<file path="src/rtl/sram_like_arbiter_pkg.sv">
// Shared definitions for the SRAM-like memory port arbiter.
// Holds owner ID encodings, grant FSM state encodings, bus widths and the
// packed request payload forwarded to the memory slave.
package sram_like_arbiter_pkg;

    localparam int unsigned ADDR_W = 32;
    localparam int unsigned DATA_W = 32;
    localparam int unsigned SIZE_W = 2;

    // Owner IDs stored in the outstanding-transaction FIFO
    localparam logic ARB_ID_INST = 1'b0;
    localparam logic ARB_ID_DATA = 1'b1;

    // Fetches are always full-word reads
    localparam logic [SIZE_W-1:0] SIZE_WORD = 2'd2;

    typedef enum logic [1:0] {
        ST_IDLE   = 2'd0,
        ST_HOLD_I = 2'd1,
        ST_HOLD_D = 2'd2
    } arb_state_e;

    // Request payload muxed onto the memory port
    typedef struct packed {
        logic              wr;
        logic [SIZE_W-1:0] size;
        logic [ADDR_W-1:0] addr;
        logic [DATA_W-1:0] wdata;
    } mem_req_t;

    // Hold state that pins the grant on the given owner
    function automatic arb_state_e hold_state(input logic id);
        return (id == ARB_ID_DATA) ? ST_HOLD_D : ST_HOLD_I;
    endfunction

endpackage

</file>
<file path="src/rtl/sram_like_arbiter_id_fifo.sv">
// arb_id_fifo: in-order FIFO of 1-bit owner IDs for accepted transactions.
// Ports:
//   clk, reset        clock, asynchronous active-high reset
//   push, push_id     enqueue an owner ID
//   pop               dequeue the head
//   full, empty       occupancy flags
//   head              owner ID at the head (registered storage)
// Push while full and pop while empty are ignored.
module arb_id_fifo #(
    parameter int unsigned DEPTH = 4
) (
    input  logic clk,
    input  logic reset,
    input  logic push,
    input  logic push_id,
    input  logic pop,
    output logic full,
    output logic empty,
    output logic head
);

    localparam int unsigned PW = (DEPTH > 1) ? $clog2(DEPTH) : 1;
    localparam int unsigned CW = $clog2(DEPTH) + 1;

    logic [DEPTH-1:0] mem;
    logic [PW-1:0]    wr_ptr;
    logic [PW-1:0]    rd_ptr;
    logic [CW-1:0]    count;
    logic             do_push;
    logic             do_pop;

    assign full    = (count == CW'(DEPTH));
    assign empty   = (count == CW'(0));
    assign head    = mem[rd_ptr];
    assign do_push = push && !full;
    assign do_pop  = pop && !empty;

    // Storage, pointers (wrap naturally for power-of-two depth) and count
    always_ff @(posedge clk or posedge reset) begin
        if (reset) begin
            mem    <= '0;
            wr_ptr <= '0;
            rd_ptr <= '0;
            count  <= '0;
        end else begin
            if (do_push) begin
                mem[wr_ptr] <= push_id;
                wr_ptr      <= wr_ptr + PW'(1);
            end
            if (do_pop) begin
                rd_ptr <= rd_ptr + PW'(1);
            end
            case ({do_push, do_pop})
                2'b10:   count <= count + CW'(1);
                2'b01:   count <= count - CW'(1);
                default: count <= count;
            endcase
        end
    end

endmodule

</file>
<file path="src/rtl/sram_like_arbiter.sv">
// sram_like_arbiter: 2:1 arbiter sharing one SRAM-like memory port between
// instruction fetch (inst_*) and the data path (data_*).
// Ports:
//   clk, reset                      clock, asynchronous active-high reset
//   inst_req/addr -> inst_addr_ok   fetch request side
//   inst_rdata, inst_data_ok        fetch response side
//   data_req/wr/size/addr/wdata     data request side, data_addr_ok accept
//   data_rdata, data_data_ok        data response side
//   m_req/wr/size/addr/wdata        request to memory slave, m_addr_ok accept
//   m_rdata, m_data_ok              slave response (in request order)
// Request and response paths are combinational (zero latency); owner of each
// accepted request is queued in arb_id_fifo to steer responses.
// Build option: ARB_ROUND_ROBIN_EN selects round-robin tie-break in IDLE;
// otherwise data has fixed priority over fetch.
module sram_like_arbiter
    import sram_like_arbiter_pkg::*;
#(
    parameter int unsigned OUTSTANDING_DEPTH = 4
) (
    input  logic              clk,
    input  logic              reset,
    input  logic              inst_req,
    input  logic [ADDR_W-1:0] inst_addr,
    output logic              inst_addr_ok,
    output logic [DATA_W-1:0] inst_rdata,
    output logic              inst_data_ok,
    input  logic              data_req,
    input  logic              data_wr,
    input  logic [SIZE_W-1:0] data_size,
    input  logic [ADDR_W-1:0] data_addr,
    input  logic [DATA_W-1:0] data_wdata,
    output logic              data_addr_ok,
    output logic [DATA_W-1:0] data_rdata,
    output logic              data_data_ok,
    output logic              m_req,
    output logic              m_wr,
    output logic [SIZE_W-1:0] m_size,
    output logic [ADDR_W-1:0] m_addr,
    output logic [DATA_W-1:0] m_wdata,
    input  logic              m_addr_ok,
    input  logic [DATA_W-1:0] m_rdata,
    input  logic              m_data_ok
);

    arb_state_e state;
    arb_state_e next_state;
    logic       grant;
    logic       winner;
    logic       req_c;
    logic       handshake;
    logic       fifo_full;
    logic       fifo_empty;
    logic       fifo_head;
    logic       pop;
    mem_req_t   inst_pl;
    mem_req_t   data_pl;
    mem_req_t   sel_pl;

`ifdef ARB_ROUND_ROBIN_EN
    logic last_winner;

    // Remember who won the last handshake; reset to data so fetch wins first tie
    always_ff @(posedge clk or posedge reset) begin
        if (reset) begin
            last_winner <= ARB_ID_DATA;
        end else if (handshake) begin
            last_winner <= grant;
        end
    end
`endif

    // IDLE winner selection
    always_comb begin
        winner = ARB_ID_INST;
        if (data_req && !inst_req) begin
            winner = ARB_ID_DATA;
        end else if (data_req && inst_req) begin
`ifdef ARB_ROUND_ROBIN_EN
            winner = ~last_winner;
`else
            winner = ARB_ID_DATA;
`endif
        end
    end

    // Grant state register
    always_ff @(posedge clk or posedge reset) begin
        if (reset) begin
            state <= ST_IDLE;
        end else begin
            state <= next_state;
        end
    end

    // Next state, grant and raw request; a full FIFO freezes the FSM
    always_comb begin
        next_state = state;
        grant      = ARB_ID_INST;
        req_c      = 1'b0;
        case (state)
            ST_IDLE: begin
                grant = winner;
                if (!fifo_full && (inst_req || data_req)) begin
                    req_c = 1'b1;
                    if (!m_addr_ok) begin
                        next_state = hold_state(winner);
                    end
                end
            end
            ST_HOLD_I: begin
                grant = ARB_ID_INST;
                if (!fifo_full) begin
                    req_c = inst_req;
                    if (!inst_req || m_addr_ok) begin
                        next_state = ST_IDLE;
                    end
                end
            end
            ST_HOLD_D: begin
                grant = ARB_ID_DATA;
                if (!fifo_full) begin
                    req_c = data_req;
                    if (!data_req || m_addr_ok) begin
                        next_state = ST_IDLE;
                    end
                end
            end
            default: begin
                next_state = ST_IDLE;
            end
        endcase
    end

    // Payload mux; fetch forwards a word read with zero store data
    always_comb begin
        inst_pl       = '0;
        inst_pl.wr    = 1'b0;
        inst_pl.size  = SIZE_WORD;
        inst_pl.addr  = inst_addr;
        inst_pl.wdata = '0;
        data_pl       = '0;
        data_pl.wr    = data_wr;
        data_pl.size  = data_size;
        data_pl.addr  = data_addr;
        data_pl.wdata = data_wdata;
        sel_pl        = (grant == ARB_ID_DATA) ? data_pl : inst_pl;
    end

    // Reset forces the request low even though it is combinational from inputs
    assign m_req     = req_c && !reset;
    assign m_wr      = sel_pl.wr;
    assign m_size    = sel_pl.size;
    assign m_addr    = sel_pl.addr;
    assign m_wdata   = sel_pl.wdata;
    assign handshake = m_req && m_addr_ok;

    assign inst_addr_ok = handshake && (grant == ARB_ID_INST);
    assign data_addr_ok = handshake && (grant == ARB_ID_DATA);

    // Responses with nothing outstanding are dropped
    assign pop          = m_data_ok && !fifo_empty;
    assign inst_data_ok = pop && (fifo_head == ARB_ID_INST);
    assign data_data_ok = pop && (fifo_head == ARB_ID_DATA);
    assign inst_rdata   = m_rdata;
    assign data_rdata   = m_rdata;

    arb_id_fifo #(
        .DEPTH (OUTSTANDING_DEPTH)
    ) u_fifo (
        .clk     (clk),
        .reset   (reset),
        .push    (handshake),
        .push_id (grant),
        .pop     (pop),
        .full    (fifo_full),
        .empty   (fifo_empty),
        .head    (fifo_head)
    );

endmodule

</file>
<file path="config.mk">
export PLATFORM = sky130hd
export DESIGN_NAME = sram_like_arbiter
export DESIGN_NICKNAME = d
export VERILOG_FILES = /design/src/rtl/sram_like_arbiter_pkg.sv /design/src/rtl/sram_like_arbiter_id_fifo.sv /design/src/rtl/sram_like_arbiter.sv
export SDC_FILE = /design/constraint.sdc
export NUM_CORES = 1
export LEC_CHECK = 0
export CAP_MARGIN = 0
export CORE_AREA = 2 2 106 108
export DETAILED_ROUTE_END_ITERATION = 7
export DIE_AREA = 0 0 108 110
export DONT_BUFFER_PORTS = 1
export SYNTH_ARGS = -nofsm -noshare
export SYNTH_HDL_FRONTEND = slang
export SYNTH_SLANG_ARGS = --single-unit
</file>
<file path="constraint.sdc">
create_clock -name clk -period 4 [get_ports clk]
set_input_delay 1.2 -clock clk [delete_from_list [all_inputs] [get_ports clk]]
set_output_delay 1.2 -clock clk [all_outputs]
set_load 0.01 [all_outputs]
</file>
==> results of run 1 <==
routing by layer:
layer / wire, um / GRT usage [%]
met1: 2320 / 10.9
met3: 1070 / 5.94
met2: 3140 / 14.8
met4: 40 / 2.01
met5: 17 / 0
through the flow:
stage          hold WS [ns]  util (%)  instances  instance area, um2  total power, mW
4_1_cts               0.487      14.9        278                1590            0.940
6_report              0.481      14.9        280                1590            0.928
3_3_place_gp          0.473      14.4        274                1540            0.795
5_1_grt               0.503      14.9        278                1590             1.00
3_5_place_dp          0.478      14.4        274                1540            0.818
2_1_floorplan         0.448         -        205                1870            0.783
logic make-up after synthesis:
logic type / count (synthesis) / synth area share (%)
muxes: 40 / 24.7
adders and majority gates: 6 / 4.41
and+or+nand+nor: 51 / 16.5
buffers and inverters: 80 / 29.9
DFF: 13 / 17.4
AOI/OAI and AO/OA: 9 / 4.34
xor gates and xnor gates: 6 / 2.80
layout make-up:
type	instances	area, um2	area share, %
Timing Repair Buffer	1	20.0	1.26
Tap cell	140	175	11.0
Inverter	8	30.0	1.88
Clock buffer	4	45.0	2.83
Antenna cell	2	5.00	0.314
Multi-Input combinational cell	112	993	62.3
Sequential cell	13	325	20.4
placed cells by master (no fill, tap or decap), drive strengths merged, types with 4 or more instances in the layout:
cell type,Yosys,routed
dfrtp,13,13
clkbuf,3,4
ha,5,5
xnor2,4,4
mux2,37,37
inv,8,8
nor2,7,7
o2111ai,4,4
and2,35,35
flip-flops by register name (all words and copies together), names as in the netlist:
signal / cells
state: 2
u_fifo.wr_ptr: 2
u_fifo.mem: 4
u_fifo.count: 3
u_fifo.rd_ptr: 2
final timing paths:
path                                  startpoint          endpoint  depth (start not counted)
worst min-delay path            u_fifo.rd_ptr[1]  u_fifo.rd_ptr[1]                          1
worst max register to register   u_fifo.count[0]   u_fifo.count[2]                          8
worst min register to register  u_fifo.rd_ptr[1]  u_fifo.rd_ptr[1]                          1
max in group asynchronous                  reset          state[0]                          1
min in group asynchronous                  reset  u_fifo.wr_ptr[0]                          1
worst max-delay path                    data_req        m_addr[13]                          4
critical path, cell delays in order:
cell and delay [ns]:
nor2_1 0.04, nor2_4 0.37, buf_12 0.28, mux2_2 0.41
power by group:
group          switching (mW)  total (mW)  internal [mW]  leakage (nW)
logic                   0.318       0.558          0.239         0.438
clock network          0.0491       0.119         0.0704        0.0228
registers              0.0551       0.251          0.196         0.157
==> impl_metrics.toml, run 1 <==
[status]
run_status = "complete, no violations"

[clock_tree]
cts_resized = 0
clkSlewWorstSetupHoldPaths_ns = 0.05
cts_hold_buf = 0
tritoncts = "done"
post_cts_buffers = 0
cts_max_level = 1
cts-buffers-inserted = 3
clk_path_buf_depth = 2
insertion_delay_ns = 0.24
cts_root_buffer = "clkbuf_8"
cts.sinks = 13

[sta]
finalCritPeriodShare_pct = 88.5
clock_skew_ns = 0.00472
fmax_mhz = 282
fin_tns_setup_ns = 0
slew_headroom_pct = 63.3
setup_viol = 0
rsz0062_at_grt = "no"
slew_viol_final = 0
period_needed_ns = 3.54
final.setup.worst_slack_ns = 0.458
tightestPinTransition_ns = 0.549
final_hold_viol_count = 0

[cells_and_area]
n_fill_cell = 1195
layout-drive-gt1-share_pct = 27.5
nNetsFinal = 282
layout-area-overhead-vs-synth_pct = -15.0

[route]
drtAntennaViolNets = 0
vias = 1119
drt-total-wl_um = 6590
drtIter0Drc = 48
dr.pass1.iters = 4
vias_per_cell = 4.00
post_drt_wl_per_cell_um = 23.5
drc = 0

[synth]
ys_warn_count = 0
ys_ff_latch = 13
synth_seq_area_share_pct = 17.4
syn_area_um2 = 1870
synthCells = 205
synth_top_area_cell = "buf_4"
syn_nets = 348
synth_top_area_share_pct = 26.8
synth_enable_flop_cells = 0
synthTopCellsByArea = "buf_4 27%, dfrtp_1 17%, mux2_2 17%"
synth_common_cells = "67 x buf_4, 35 x and2_1, 28 x mux2_2, 13 x dfrtp_1"
syn-mean-instance-area_um2 = 9.14
synth_most_common_cell = "buf_4"
synth-main-ff-cell = "dfrtp_1"
synth_cell_types = 32
async_reset_ff_share_pct = 100

[worst_setup_path]
path_max_fanout = 55
rrSetupSlack_ns = 1.64
crit_type = "primary input to output port"
cp.required_ns = 2.80
worstSetupStartpointType = "primary input"
worst_setup_path_end_kind = "output port"
crit_arrival_ns = 2.34

[floorplan]
io_pins = 273
rows = 38
dieHeight_um = 110
core_area_um2 = 10700
fp.dieArea_um2 = 11900
initial_core_util_pct = 17.5
die_w_um = 108

[global_routing]
grt_use_total_pct = 9.41
grt_pass1_vias = 1121
grt_pass1_wl_um = 7930
grt_max_degree = 56
antenna_found_initial = 2
overflow = 0

[min_path]
worstHoldPathType = "flop to flop"

[pwr]
ir_drop_uv = 109
p_per_area_nw_per_um2 = 582
p_leak_nw = 0.618

[flow_run]
max_cap_violations = 0

[placed_design]
place_congestion = 0.702
port_buffers = 0
dp_slack_ns = 0.418
dp_hpwl_um = 5880
Note: power is estimated with default switching activity, not from simulation.
==> run 2, diff against run 1 <==
Settings changed: CORE_AREA 2 2 106 108 to 10 10 97 99, CTS_BUF_LIST from default to sky130_fd_sc_hd__clkbuf_8, DIE_AREA 0 0 108 110 to 0 0 107 109.
==> run 2 against run 1 <==
Clock skew increased by 0.0024 ns. Flip-flop and latch count unchanged. Wire length increased by 7.8%. Via count decreased by 0.45%. Combinational power about the same. First-iteration DRC count decreased by 4.2%. Cell area decreased by 3.2%. Die area decreased by 1.8%. Non-clock buffer count unchanged. Core utilization increased by 5.6 points. Sequential share of layout area increased by 0.68 points.
==> impl_metrics.toml, run 2 (synthesized netlist as in run 1, its figures left out) <==
[sta]
fmax_mhz = 295
final_hold_viol_count = 0
slew_headroom_pct = 67.9
fin_tns_setup_ns = 0
clock_skew_ns = 0.00713
slew_viol_final = 0
rsz0062_at_grt = "no"
setup_viol = 0
final.setup.worst_slack_ns = 0.613
tightestPinTransition_ns = 0.480
finalCritPeriodShare_pct = 84.7
period_needed_ns = 3.39

[cells_and_area]
n_fill_cell = 837
regMostFlops = "u_fifo.mem"
layout-drive-gt1-share_pct = 28.3
ff_latch_area_um2 = 325
antenna_cells = 0
largest_register_ffs = 4
final_cell_count_no_fill = 240
nNetsFinal = 282
layout-area-overhead-vs-synth_pct = -17.7
multiInputGateArea_um2 = 993
largestRegisters = "u_fifo.mem x4, u_fifo.count x3"
final_common_cell = "and2_1"
final_cell_mix = "35 x and2_1, 28 x mux2_2, 13 x dfrtp_1, 8 x mux2_1, 8 x inv_1"

[floorplan]
fp.dieArea_um2 = 11700
initial_core_util_pct = 24.9
rows = 32
core_area_um2 = 7530
die_w_um = 107
io_pins = 273
dieHeight_um = 109

[worst_setup_path]
crit_arrival_ns = 2.19
path_max_fanout = 62
cp.required_ns = 2.80
worstSetupStartpointType = "primary input"
rrSetupSlack_ns = 1.66
worst_setup_path_end_kind = "output port"
crit_type = "primary input to output port"

[pwr]
seq_power_share_pct = 27.0
comb_power_share_pct = 60.5
p_sw_share_pct = 45.5
power.clock.fraction_pct = 12.5
power.internal_mw = 0.504
p_per_area_nw_per_um2 = 599
ir_drop_uv = 237
p_leak_nw = 0.620
p_sw_mw = 0.421

[clock_tree]
cts.sinks = 13
cts_resized = 0
clkSlewWorstSetupHoldPaths_ns = 0.06
insertion_delay_ns = 0.25
cts_hold_buf = 0
cts-buffers-inserted = 3
post_cts_buffers = 0
tritoncts = "done"
clk_path_buf_depth = 2
cts_max_level = 1
cts_root_buffer = "clkbuf_8"

[global_routing]
grt_pass1_wl_um = 9250
antenna_found_initial = 0
overflow = 0
grt_pass1_vias = 1227
grt_max_degree = 63
grt_use_total_pct = 10.4

[route]
drc = 0
vias = 1114
drt-total-wl_um = 7100
dr.pass1.iters = 4
drtIter0Drc = 46
vias_per_cell = 4.64
post_drt_wl_per_cell_um = 29.6
drtAntennaViolNets = 0

[status]
run_status = "complete, no violations"

[placed_design]
port_buffers = 0
place_congestion = 0.792
dp.cells = 236
dp_hpwl_um = 6350
dp_slack_ns = 0.604

[flow_run]
max_cap_violations = 0

[min_path]
worstHoldPathType = "flop to flop"
==> run 2: changes by cell type in the layout (fill, tap and decap cells not counted), sizes merged <==
cell	previous run	this run
clkbuf	4	3
clkinv	0	1
diode	2	0
==> run 2: per-stage QoR <==
step	utilization [%]	total power [mW]	hold WS [ns]	area, um2
floorplan	-	0.783	0.448	1870
global placement	19.9	0.806	0.472	1500
detailed placement	19.9	0.822	0.475	1500
CTS	20.5	0.946	0.484	1540
global route	20.5	0.997	0.504	1540
finish	20.5	0.925	0.480	1540
==> run 2: final cells by class <==
class                           instances  area share [%]
Clock buffer                            3            2.68
Timing Repair Buffer                    1            1.30
Clock inverter                          1           0.324
Tap cell                              102            8.27
Multi-Input combinational cell        112            64.4
Inverter                                8            1.95
Sequential cell                        13            21.1
==> run 2: path summary, 6_finish.rpt <==
check                      depth (start not counted)                to              from
hold / removal                                     1  u_fifo.rd_ptr[1]  u_fifo.rd_ptr[1]
max in group asynchronous                          1     u_fifo.mem[3]             reset
setup reg to reg                                   8   u_fifo.count[2]   u_fifo.count[0]
setup / recovery                                   4         m_addr[4]          data_req
min in group asynchronous                          1     u_fifo.mem[2]             reset
hold reg to reg                                    1  u_fifo.rd_ptr[1]  u_fifo.rd_ptr[1]
==> run 2: power groups by stage <==
stage	clock, mW	combinational [mW]	sequential (mW)
after floorplan	0	0.545	0.238
after global placement	0	0.556	0.250
after detailed placement	0	0.569	0.253
after CTS	0.120	0.576	0.251
after global routing	0.126	0.613	0.259
final	0.116	0.559	0.250
==> run 2: per-layer routing <==
metal	share of wire (%)	track usage [%]	vias to the layer above
met2	50	17.7	141
li1	-	-	473
met5	0	0	-
met1	33	10.3	494
met4	0.48	2.03	0
met3	17	7.49	6
==> run 2: worst max-delay path: stages <==
cell and delay (ns):
nor2_1 0.05, nor2_4 0.19, buf_12 0.27, mux2_1 0.43
==> run 3, diff against run 2 <==
Clock period 4 ns to 3.19 ns, I/O delays scaled along.
==> run 3 against run 2 <==
Critical path depth is the same. Clock-buffer cell count is the same. Worst hold slack gained 0.0043 ns. Cell area grew 0.73%. Global-route usage grew 0.066 points. Highest routed layer unchanged. Largest cell class unchanged. Worst setup slack lost 0.33 ns.
==> impl_metrics.toml, run 3 (synthesized netlist as in run 1, its figures left out) <==
[cells_and_area]
nNetsFinal = 283
final_cell_count_no_fill = 243
n_fill_cell = 846
largest_register_ffs = 4
layout-area-overhead-vs-synth_pct = -17.1
largestRegisters = "u_fifo.mem x4, u_fifo.count x3"
layout-drive-gt1-share_pct = 28.1
regMostFlops = "u_fifo.mem"
final_cell_mix = "35 x and2_1, 28 x mux2_2, 13 x dfrtp_1, 9 x inv_1, 8 x mux2_1"
final_common_cell = "and2_1"

[global_routing]
grt_pass1_wl_um = 9380
antenna_found_initial = 2
overflow = 0
grt_use_total_pct = 10.5
grt_pass1_vias = 1247
grt_max_degree = 38

[worst_setup_path]
crit_arrival_ns = 1.95
worst_setup_path_end_kind = "output port"
rr_startpoint = "u_fifo.count[0]"
path_max_fanout = 25
rr_endpoint = "u_fifo.count[2]"
rrSetupSlack_ns = 0.78
r2r_cells = 8
slowest_delay_ns = 0.42
worstSetupStartpointType = "primary input"
cp.required_ns = 2.23
crit_path_cell_trace = "nor2_1, nor2_4, buf_4, mux2_1"
crit_type = "primary input to output port"
critPathTopFamily = "multiplexers"
crit_slowest_cell = "mux2_1"
cp.buffers_inverters = 1

[min_path]
worstHoldPathType = "flop to flop"
hold_start = "u_fifo.rd_ptr[1]"
min_path_cells = 1
worst_hold_path.endpoint = "u_fifo.rd_ptr[1]"

[route]
post_drt_wl_per_cell_um = 29.3
drtIter0Drc = 43
drtAntennaViolNets = 0
vias = 1125
vias_per_cell = 4.63
dr.pass1.iters = 3
drc = 0
drt-total-wl_um = 7130

[clock_tree]
cts_root_buffer = "clkbuf_8"
cts.sinks = 13
clkSlewWorstSetupHoldPaths_ns = 0.05
clk_path_buf_depth = 2
post_cts_buffers = 0
insertion_delay_ns = 0.24
cts-buffers-inserted = 3
cts_resized = 0
cts_hold_buf = 0
cts_max_level = 1
tritoncts = "done"

[pwr]
finalPower_mw = 1.16
p_sw_mw = 0.525
power.clock.fraction_pct = 12.3
comb_power_share_pct = 60.7
p_sw_share_pct = 45.3
ir_drop_uv = 373
p_leak_nw = 0.627
p_per_area_nw_per_um2 = 746
seq_power_share_pct = 27.1
power.internal_mw = 0.635

[placed_design]
place_congestion = 0.748
port_buffers = 0
dp.cells = 237
dp_hpwl_um = 6440

[status]
run_status = "complete, no violations"

[floorplan]
rows = 32
dieHeight_um = 109
initial_core_util_pct = 24.9
fp.dieArea_um2 = 11700
io_pins = 273
core_area_um2 = 7530
die_w_um = 107

[flow_run]
max_cap_violations = 0

[sta]
slew_viol_final = 0
setup_viol = 0
final_hold_viol_count = 0
rsz0062_at_grt = "no"
fmax_mhz = 344
finalCritPeriodShare_pct = 91.1
fin_tns_setup_ns = 0
period_needed_ns = 2.91
clock_skew_ns = 0.00179
whs_ns = 0.484
slew_headroom_pct = 65.0
tightestPinTransition_ns = 0.524
## run 3: cell types whose count changed in the layout (fill, tap and decap cells not counted), sizes merged
cell | previous run | this run
buf | 1 | 2
clkinv | 1 | 0
diode | 0 | 2
inv | 8 | 9
## run 3: layer usage
metal | track usage (%) | vias up | share of wire [%]
li1 | - | 479 | -
met1 | 10.9 | 499 | 35
met2 | 17.2 | 138 | 49
met3 | 7.85 | 9 | 16
met4 | 1.45 | 0 | 0.42
met5 | 0 | - | 0
## run 3: layout make-up
type	instances	area [um2]	share of cell area [%]
Multi-Input combinational cell	112	993	63.9
Sequential cell	13	325	20.9
Tap cell	102	128	8.21
Clock buffer	3	41.3	2.66
Inverter	8	30.0	1.93
Timing Repair Buffer	2	27.5	1.77
Antenna cell	2	5.00	0.322
Clock inverter	1	3.75	0.242
## run 3: through the flow
step | instance area, um2 | setup WS, ns | utilization [%]
after global routing | 1550 | 0.186 | 20.6
after CTS | 1550 | 0.256 | 20.6
after floorplan | 1870 | 0.466 | -
after detailed placement | 1500 | 0.257 | 20.0
after global placement | 1500 | 0.285 | 20.0
final | 1550 | 0.284 | 20.6
## run 3: worst reg2reg max path, cell delays in order, from the launching register on
cell	delay [ns]
dfrtp_1	0.42
or3b_1	0.59
o211ai_4	0.22
ha_1	0.25
inv_1	0.07
fa_1	0.37
xor2_1	0.15
nor2_1	0.11
xor2_1	0.15
## run 3: worst max path at each step
stage | end | slack, ns | cells after the start | start
2_1_floorplan | m_addr[1] | 0.47 | 4 | data_req
3_3_place_gp | m_addr[0] | 0.29 | 4 | data_req
3_5_place_dp | m_addr[3] | 0.26 | 4 | data_req
4_1_cts | m_addr[3] | 0.26 | 4 | data_req
5_1_grt | m_addr[3] | 0.19 | 4 | data_req
6_report | m_addr[3] | 0.28 | 4 | data_req
## run 3: power by group through the flow
stage               Sequential (mW)  Combinational [mW]  Clock [mW]
CTS                           0.315               0.727       0.147
global route                  0.329               0.780       0.154
finish                        0.314               0.704       0.142
detailed placement            0.318               0.722           0
global placement              0.314               0.706           0
floorplan                     0.298               0.683           0
